File: src/rtl/seg7_pkg.sv
// Shared constants, font table and conversion FSM states for the
// multiplexed 7-segment display driver.
package seg7_pkg;

   localparam logic [7:0] SEG_BLANK = 8'hFF;
   localparam logic [7:0] SEG_DASH  = 8'hFE;

   typedef enum logic [1:0] {
      IDLE   = 2'd0,
      SHIFT  = 2'd1,
      COMMIT = 2'd2
   } conv_state_t;

   // Active-low {dp,a,b,c,d,e,f,g}; dp is always dark, non-decimal codes blank.
   function automatic logic [7:0] font(input logic [3:0] d);
      case (d)
         4'd0:    font = 8'h81;
         4'd1:    font = 8'hCF;
         4'd2:    font = 8'h92;
         4'd3:    font = 8'h86;
         4'd4:    font = 8'hCC;
         4'd5:    font = 8'hA4;
         4'd6:    font = 8'hA0;
         4'd7:    font = 8'h8F;
         4'd8:    font = 8'h80;
         4'd9:    font = 8'h84;
         default: font = SEG_BLANK;
      endcase
   endfunction

   function automatic logic [63:0] pow10(input int n);
      logic [63:0] r;
      r = 64'd1;
      for (int i = 0; i < n; i++) r = r * 64'd10;
      return r;
   endfunction

endpackage

File: src/rtl/seg7_scan_display_bin2bcd_seq.sv
// Iterative double-dabble converter: one add-3/shift step per cycle, a
// one-cycle COMMIT strobe at the end, and an over-range flag.
module bin2bcd_seq
   import seg7_pkg::*;
#(
   parameter int VALUE_W = 14,
   parameter int DIGITS  = 4
) (
   input  logic                  clk,
   input  logic                  rst,
   input  logic                  start,
   input  logic                  abort,
   input  logic [VALUE_W-1:0]    value,
   output logic                  busy,
   output logic                  done,
   output logic                  over,
   output logic [4*DIGITS-1:0]   bcd
);

   localparam int              CW      = $clog2(VALUE_W + 1);
   localparam logic [CW-1:0]   CNT_END = CW'(VALUE_W - 1);
   localparam logic [63:0]     MAX_VAL = pow10(DIGITS) - 64'd1;

   conv_state_t         state;
   logic [VALUE_W-1:0]  sr;
   logic [CW-1:0]       cnt;
   logic [4*DIGITS-1:0] adj;

   always_comb begin
      adj = bcd;
      for (int i = 0; i < DIGITS; i++)
         if (bcd[4*i +: 4] >= 4'd5) adj[4*i +: 4] = bcd[4*i +: 4] + 4'd3;
   end

   // Abort from the raw path overrides everything, including COMMIT.
   always_ff @(posedge clk or posedge rst) begin
      if (rst) begin
         state <= IDLE;
         sr    <= '0;
         cnt   <= '0;
         bcd   <= '0;
         over  <= 1'b0;
      end else if (abort) begin
         state <= IDLE;
      end else begin
         case (state)
            IDLE: if (start) begin
               sr    <= value;
               bcd   <= '0;
               cnt   <= '0;
               over  <= 64'(value) > MAX_VAL;
               state <= SHIFT;
            end
            SHIFT: begin
               {bcd, sr} <= {adj, sr} << 1;
               cnt       <= cnt + 1'b1;
               if (cnt == CNT_END) state <= COMMIT;
            end
            COMMIT:  state <= IDLE;
            default: state <= IDLE;
         endcase
      end
   end

   assign busy = (state != IDLE);
   assign done = (state == COMMIT);

endmodule

File: src/rtl/seg7_scan_display.sv
// Multiplexed common-anode 7-segment driver: numeric (via double-dabble)
// or raw display content, with blanking, blinking and scan dead-time.
module seg7_scan_display
   import seg7_pkg::*;
#(
   parameter int DIGITS      = 4,
   parameter int VALUE_W     = 14,
   parameter int REFRESH_DIV = 250000,
   parameter int BLINK_DIV   = 16666667,
   parameter int LZB         = 1
) (
   input  logic                  clk,
   input  logic                  rst,
   input  logic [VALUE_W-1:0]    value_in,
   input  logic                  load,
   input  logic [8*DIGITS-1:0]   raw_in,
   input  logic                  raw_load,
   input  logic [DIGITS-1:0]     blink_mask,
   output logic                  busy,
   output logic [7:0]            seg,
   output logic [DIGITS-1:0]     en
);

   localparam int              RW       = $clog2(REFRESH_DIV + 1);
   localparam int              BW       = $clog2(BLINK_DIV + 1);
   localparam int              IW       = $clog2(DIGITS);
   localparam logic [RW-1:0]   R_LAST   = RW'(REFRESH_DIV - 1);
   localparam logic [BW-1:0]   B_LAST   = BW'(BLINK_DIV - 1);
   localparam logic [IW-1:0]   IDX_LAST = IW'(DIGITS - 1);
   localparam logic [DIGITS-1:0] EN_ONE = {{(DIGITS-1){1'b0}}, 1'b1};

   logic [RW-1:0]            rcnt;
   logic [BW-1:0]            bcnt;
   logic [IW-1:0]            idx;
   logic                     blink_on;
   logic                     scan_tc, blink_tc;
   logic                     done, over, lz_seen;
   logic [4*DIGITS-1:0]      bcd;
   logic [DIGITS-1:0][7:0]   disp, enc;

   bin2bcd_seq #(.VALUE_W(VALUE_W), .DIGITS(DIGITS)) u_conv (
      .clk   (clk),
      .rst   (rst),
      .start (load & ~raw_load),
      .abort (raw_load),
      .value (value_in),
      .busy  (busy),
      .done  (done),
      .over  (over),
      .bcd   (bcd)
   );

   // Scan from the top digit down so blanking stops at the first non-zero digit.
   always_comb begin
      enc     = '1;
      lz_seen = 1'b0;
      for (int k = DIGITS - 1; k >= 0; k--) begin
         if (bcd[4*k +: 4] != 4'd0) lz_seen = 1'b1;
         if (over)                                enc[k] = SEG_DASH;
         else if (LZB != 0 && !lz_seen && k != 0) enc[k] = SEG_BLANK;
         else                                     enc[k] = font(bcd[4*k +: 4]);
      end
   end

   assign scan_tc  = (rcnt == R_LAST);
   assign blink_tc = (bcnt == B_LAST);

   always_ff @(posedge clk or posedge rst) begin
      if (rst) begin
         rcnt     <= '0;
         bcnt     <= '0;
         idx      <= '0;
         blink_on <= 1'b1;
         disp     <= {DIGITS{SEG_BLANK}};
      end else begin
         rcnt <= scan_tc ? '0 : rcnt + 1'b1;
         bcnt <= blink_tc ? '0 : bcnt + 1'b1;
         if (scan_tc)  idx      <= (idx == IDX_LAST) ? '0 : idx + 1'b1;
         if (blink_tc) blink_on <= ~blink_on;
         if (raw_load)  disp <= raw_in;
         else if (done) disp <= enc;
      end
   end

   // Terminal-count cycle is dead time: all digits off while the index moves.
   always_ff @(posedge clk or posedge rst) begin
      if (rst) begin
         en  <= '1;
         seg <= SEG_BLANK;
      end else if (scan_tc) begin
         en  <= '1;
         seg <= SEG_BLANK;
      end else begin
         en  <= ~(EN_ONE << idx);
         seg <= (!blink_on && blink_mask[idx]) ? SEG_BLANK : disp[idx];
      end
   end

endmodule

File: config.mk
export PLATFORM = sky130hd
export DESIGN_NAME = seg7_scan_display
export DESIGN_NICKNAME = d
export VERILOG_FILES = /design/src/rtl/seg7_pkg.sv /design/src/rtl/seg7_scan_display_bin2bcd_seq.sv /design/src/rtl/seg7_scan_display.sv
export SDC_FILE = /design/constraint.sdc
export NUM_CORES = 1
export LEC_CHECK = 0
export CORE_MARGIN = 2
export CORE_UTILIZATION = 49
export CTS_CLUSTER_SIZE = 28
export DETAILED_ROUTE_END_ITERATION = 10
export PLACE_DENSITY = 0.71
export SYNTH_ARGS = -nofsm -noshare
export SYNTH_HDL_FRONTEND = slang
export SYNTH_HIERARCHICAL = 1
export SYNTH_SLANG_ARGS = --single-unit
File: constraint.sdc
create_clock -name clk -period 4.5 [get_ports clk]
set_input_delay 0.9 -clock clk [delete_from_list [all_inputs] [get_ports clk]]
set_output_delay 0.9 -clock clk [all_outputs]
set_load 0.02 [all_outputs]
* Word-level counts from Yosys, hierarchy flattened
Memory sizes are Yosys's and may differ from the RTL's.
Cells that the tools add are included.
** Storage, ports and cells
- Bits in read-only memories :: 448
- Bits of input ports :: 54
- Register bits :: 126
- Memories kept :: 4
- Output and inout bits :: 13
- Word-level logic and storage cells :: 95
** Cells by class
- $lt $le $gt $ge :: 6
- Multiplexer cells :: 36
- Shifts and indexed selects :: 1
- Add/sub/neg operators :: 8
- Reduce and logical (&&, ||, !) cells :: 12
- Bitwise gates (word level) :: 4
- Equal/unequal tests :: 9
** Memories
- (name not given) :: depth 16, bits a word 7, rd ports 1, clocked after memory_dff 0, write ports 0, RTL line seg7_pkg.sv:16 : case (d)
- (name not given) :: depth 16, bits a word 7, rd ports 1, clocked after memory_dff 0, write ports 0, RTL line seg7_pkg.sv:16
- (name not given) :: depth 16, bits a word 7, rd ports 1, clocked after memory_dff 0, write ports 0, RTL line seg7_pkg.sv:16
- (name not given) :: depth 16, bits a word 7, rd ports 1, clocked after memory_dff 0, write ports 0, RTL line seg7_pkg.sv:16
** Operators with widths (number)
- $mux 8 :: 10
- $mux 32 :: 2
- $pmux 16 s2 :: 1
- $pmux 14 s2 :: 1
- $add 24x1->24 const B :: 1
- $eq 24x24->1 const B :: 1
- $mux 24 :: 1
- $mux 4 :: 5
- $add 18x1->18 const B :: 1
- $eq 18x18->1 const B :: 1
- $mux 18 :: 1
- $bmux 8 s2 :: 1
- $ge 4x3->1 const B :: 4
- $mux 16 :: 1
- $gt 14x14->1 const B :: 1
- $mux 14 :: 1
- $add 4x2->4 const B :: 3
- $reduce_bool 4->1 :: 3
- $mux 2 :: 4
- $pmux 4 s2 :: 1
- $ne 3x2->1 const B :: 2
- $reduce_and 3->1 :: 2
- $reduce_bool 2->1 :: 3
- $add 4x1->4 const B :: 1
- 19 further kinds :: 24

* Depth between registers and ports, before layout
- Depth in word-level cells :: 8
- Mapped depth :: 8
- Gate-level depth less buffers :: 7

* Modules after synthesis
The synthesis kept the hierarchy.
** By module, submodules not included
- seg7_scan_display :: sequential area each 2283.4 µm², area each 5034.8 µm², instances 1, cells an instance 512
- bin2bcd_seq :: sequential area each 925.9 µm², area each 2057.0 µm², instances 1, cells an instance 206

* Worst setup path before layout
Ideal clock, no wire load.
- Path type :: input -> register
- From :: input raw_load
- To :: register u_conv.sr[11]
- Path buffers :: 4
- Data required time :: 4.375 ns
- Stages :: 8
- Setup time :: 0.125 ns
- Path slack :: 2.046 ns
- Data arrival time :: 2.329 ns
- Cell sequence :: clkbuf_1 buf_1 nor2b_1 nor2_1 or2_1 buf_2 buf_6 o21ai_1
** Between the ends
- Word-level cells in the longest chain between the ends :: 4
** Ends and longest elaborated chain
- start: declaration :: RTL line seg7_scan_display.sv:17 : input logic raw_load,
- $not 1->1 (no source line) *
- $and 1x1->1 :: RTL line seg7_scan_display.sv:44 : .start (load & ~raw_load),
- $ne 2x1->1 (no source line)
- $reduce_and 3->1 (no source line) *
- end signal: assignment :: RTL line seg7_scan_display_bin2bcd_seq.sv:48 : sr <= value;
- end signal: assignment :: RTL line seg7_scan_display_bin2bcd_seq.sv:55 : {bcd, sr} <= {adj, sr} << 1;
- end: declaration :: RTL line seg7_scan_display_bin2bcd_seq.sv:25 : logic [VALUE_W-1:0] sr;
Mark *: on every way between the ends. The rest lies on a longest branch, timed or not.
A chain may end at the register's enable or synchronous reset.

* Worst setup path after layout
- From :: register u_conv.state[1]
- To :: output busy
** Between the ends
- Word-level cells in the longest chain between the ends :: 1
** Ends and longest elaborated chain
- start: declaration :: RTL line seg7_scan_display_bin2bcd_seq.sv:24 : conv_state_t state;
- start signal: assignment :: RTL line seg7_scan_display_bin2bcd_seq.sv:38 : state <= IDLE;
- start signal: assignment :: RTL line seg7_scan_display_bin2bcd_seq.sv:44 : state <= IDLE;
- start signal: assignment :: RTL line seg7_scan_display_bin2bcd_seq.sv:52 : state <= SHIFT;
- $reduce_bool 2->1 :: RTL line seg7_scan_display_bin2bcd_seq.sv:65 : assign busy = (state != IDLE);
- end: declaration :: RTL line seg7_scan_display.sv:19 : output logic busy,
Every way passes these cells.

==> qor.txt <==
status: finished, final reports clean
fin crit share: 57.72%
CTS Buf Count: 17
first-pass GRT wire length: 27390 um
Die ar.: 0.01545 mm^2
Synth Area in XOR/XNOR: 4.323%
Primary FF master, synth: dfrtp_1
post-synthesis mux area share: 4.869%
Area Overhead vs Synth: 18.47%
min-delay src: rcnt[17]$_DFF_PP0_
max_cap viols: 0
final RePlAce weighted congestion: 0.8738
mean post-synth cell area: 9.877 um^2
Fin Clk Skew: 0.007104 ns
Iter 0 DRT Violations: 419
Vias/cell: 5.753
FP Rows: 43
Area after DPL: 0.007855 mm^2
DRC errors left: 0
setup TNS: 0 ns
die height: 124.3 um
CORE AREA: 0.01399 mm^2
Clock Tree Buf Depth: 2
largest net degree at the start of global routing: 65
Initial Util: 50.70%
maximum vdd ir drop: 0.2891 mV
area occupied by multi-input gates: 0.003557 mm^2
gr ovfl total: 0
IO Pins: 67
hold_buf cts: 0
H-tree depth: 4
sequential element share of the synthesized area: 45.25%
Hold Fails Final Rpt: 0
CP arrival: 1.70 ns
Tightest Hold Check Type: reg2reg
vias: 5569
Cell Area, Synth: 0.007092 mm^2
register clock-pin slew on the reported worst setup and hold paths: 0.05 ns
Leak: 0.003503 uW
crit path max fanout: 6
# nets final: 866
worst slew pin tran: 1.192 ns
PostCTS Resize Cnt: 0
initial antenna violation count: 0
first drt pass iteration count: 7
RSZ-0062 raised after global routing: false
Req. time, crit path: 3.60 ns
Async S/R FF share, synth: 100.0%
CP endpoint kind: primary output
filler instances: 1159
CTS Root Cell: clkbuf_16
Post-synth EDFFs: 0
Synth Area in Compound Gates: 16.62%
setup violators final: 0
Adder-Cell Fraction of Synth Area: 6.528%
Avg WL per Cell: 16.51 um
worst setup path start: u_conv/state[1]$_DFFE_PP0P_
Cell variety after synth: 68
Synthesis Warnings: 6
DRT Wirelength: 15980 um
antenna viol nets, final: 0
worst rel slew slack: 20.36%
fin crit period: 2.598 ns
vias in the first global route: 5477
Synth Register Bits: 126
hpwl dp: 11270 um
GRT Util Overall: 21.61%
critical path startpoint category: flop
FF-to-FF Start: u_conv/state[1]$_DFFE_PP0P_
buffers added on ports: 66
CTS Sinks: 126
Final Max Slew Viols: 0
Post-Syn Nets: 809
final instance area: 0.008402 mm^2
pwr dens: 393.0 mW/mm^2
# diodes: 0
layout cell share with drive strength beyond 1: 15.48%
Worst Setup Path Type: reg2out
main combinational cell family by area after synthesis: simple AND/OR/NAND/NOR gates
clock latency on the worst-skew pair: 0.42 ns
r2r setup slk: 2.12 ns
FF/Latch Area: 0.003209 mm^2
# Post-CTS Setup Buffers: 0
Syn Inst Count: 718
Post-Synth Simple-Gate Area: 17.70%
DIE WIDTH: 124.3 um
max frequency: 0.3850 GHz
TritonCTS clock tree: done
## cells in the mapped netlist (8+ instances only)
cell	instances	area, um^2
clkbuf_1	18	67.56
nor2b_1	10	62.56
mux2i_1	12	120.1
xnor2_1	24	210.2
mux4_2	9	202.7
o22ai_1	9	56.30
o21ai_1	22	110.1
xor2_1	11	96.34
nor2_1	54	202.7
nor2_2	11	68.82
o2111ai_1	9	78.83
nand3_1	34	170.2
dfstp_2	45	1182
inv_1	41	153.9
o31ai_1	9	67.56
a22o_1	8	70.07
a21o_1	9	67.56
nand2_1	49	183.9
o21ai_0	60	300.3
or2_1	11	68.82
ha_1	37	462.9
nand2b_1	11	68.82
dfrtp_1	81	2027
a21oi_1	28	140.1
## critical path, stage by stage, from the launching register on
cell and delay (ns):
dfrtp_1 0.43, or2_2 0.31, clkdlybuf4s50_1 0.54
## power breakdown
group / internal (uW) / switching [uW]
combinational: 296 / 349
clock: 760 / 489
sequential: 1260 / 150
## cell families after synthesis
logic type                 after synthesis
buffers and inverters                   76
AOI/OAI and AO/OA                      189
DFF                                    126
muxes                                   23
adders and majority gates               37
xor gates and xnor gates                35
and+or+nand+nor                        232
## worst paths after layout
path,end,cells past startpoint
worst max-delay path,busy,2
worst min-delay path,rcnt[17]$_DFF_PP0_,1
worst max register to register,disp[20]$_DFFE_PP1P_,8
worst min register to register,rcnt[17]$_DFF_PP0_,1
max in group asynchronous,u_conv/bcd[13]$_DFFE_PP0P_,3
min in group asynchronous,idx[0]$_DFFE_PP0N_,2
## layout by cell type (no fill, tap or decap), types with 4 or more instances in the layout
| cell type | n |
|---|---|
| dfrtp_1 | 81 |
| clkdlybuf4s50_1 | 65 |
| o21ai_0 | 60 |
| nor2_1 | 53 |
| nand2_1 | 49 |
| dfstp_2 | 45 |
| inv_1 | 40 |
| ha_1 | 37 |
| nand3_1 | 34 |
| a21oi_1 | 28 |
| xnor2_1 | 24 |
| o21ai_1 | 22 |
| clkbuf_16 | 17 |
| nor2_2 | 12 |
| mux2i_1 | 12 |
| or2_1 | 11 |
| xor2_1 | 11 |
| nand2b_1 | 11 |
| nor2b_1 | 10 |
| mux4_2 | 9 |
| o31ai_1 | 9 |
| a21o_1 | 9 |
| o22ai_1 | 9 |
| o2111ai_1 | 9 |
| a22o_1 | 8 |
| nand4_1 | 7 |
| o211ai_1 | 7 |
| o21a_1 | 7 |
| buf_4 | 7 |
| a211oi_1 | 6 |
| and4_1 | 5 |
| clkinv_2 | 4 |
| clkbuf_8 | 4 |
## flip-flops by register name, indices dropped and copies added, names as in the netlist
register and flops:
disp 32, bcnt 24, rcnt 18, u_conv/bcd 16, u_conv/sr 14, seg 8
en 4, u_conv/cnt 4, idx 2, u_conv/state 2, blink_on 1, u_conv/over 1
## stage by stage
step	setup WS, ns	utilization [%]	power [uW]	hold WS (ns)	std cells
after floorplan	1.368	-	1858	0.4367	718
after global placement	1.705	56.15	2024	0.4527	936
after detailed placement	1.613	56.15	2059	0.4680	936
after CTS	1.881	60.06	3318	0.4786	968
after global routing	1.814	60.06	3494	0.4924	968
final	1.902	60.06	3302	0.4730	968
## routing by layer
layer	routed length, um	vias up	track usage, %
met3	760	19	5.369
met2	7906	146	35.55
li1	-	2672	-
met4	241	0	6.279
met1	7071	2732	28.43
met5	0	-	0
## cell type report
class / count / area share, %
sequential: 126 / 38.20
inverter: 41 / 1.847
timing repair buffer: 73 / 8.429
clock buffer: 23 / 5.808
multi-input combinational: 516 / 42.34
clock inverter: 9 / 0.6999
tap: 180 / 2.681
Power figures use the tool's default switching activity.
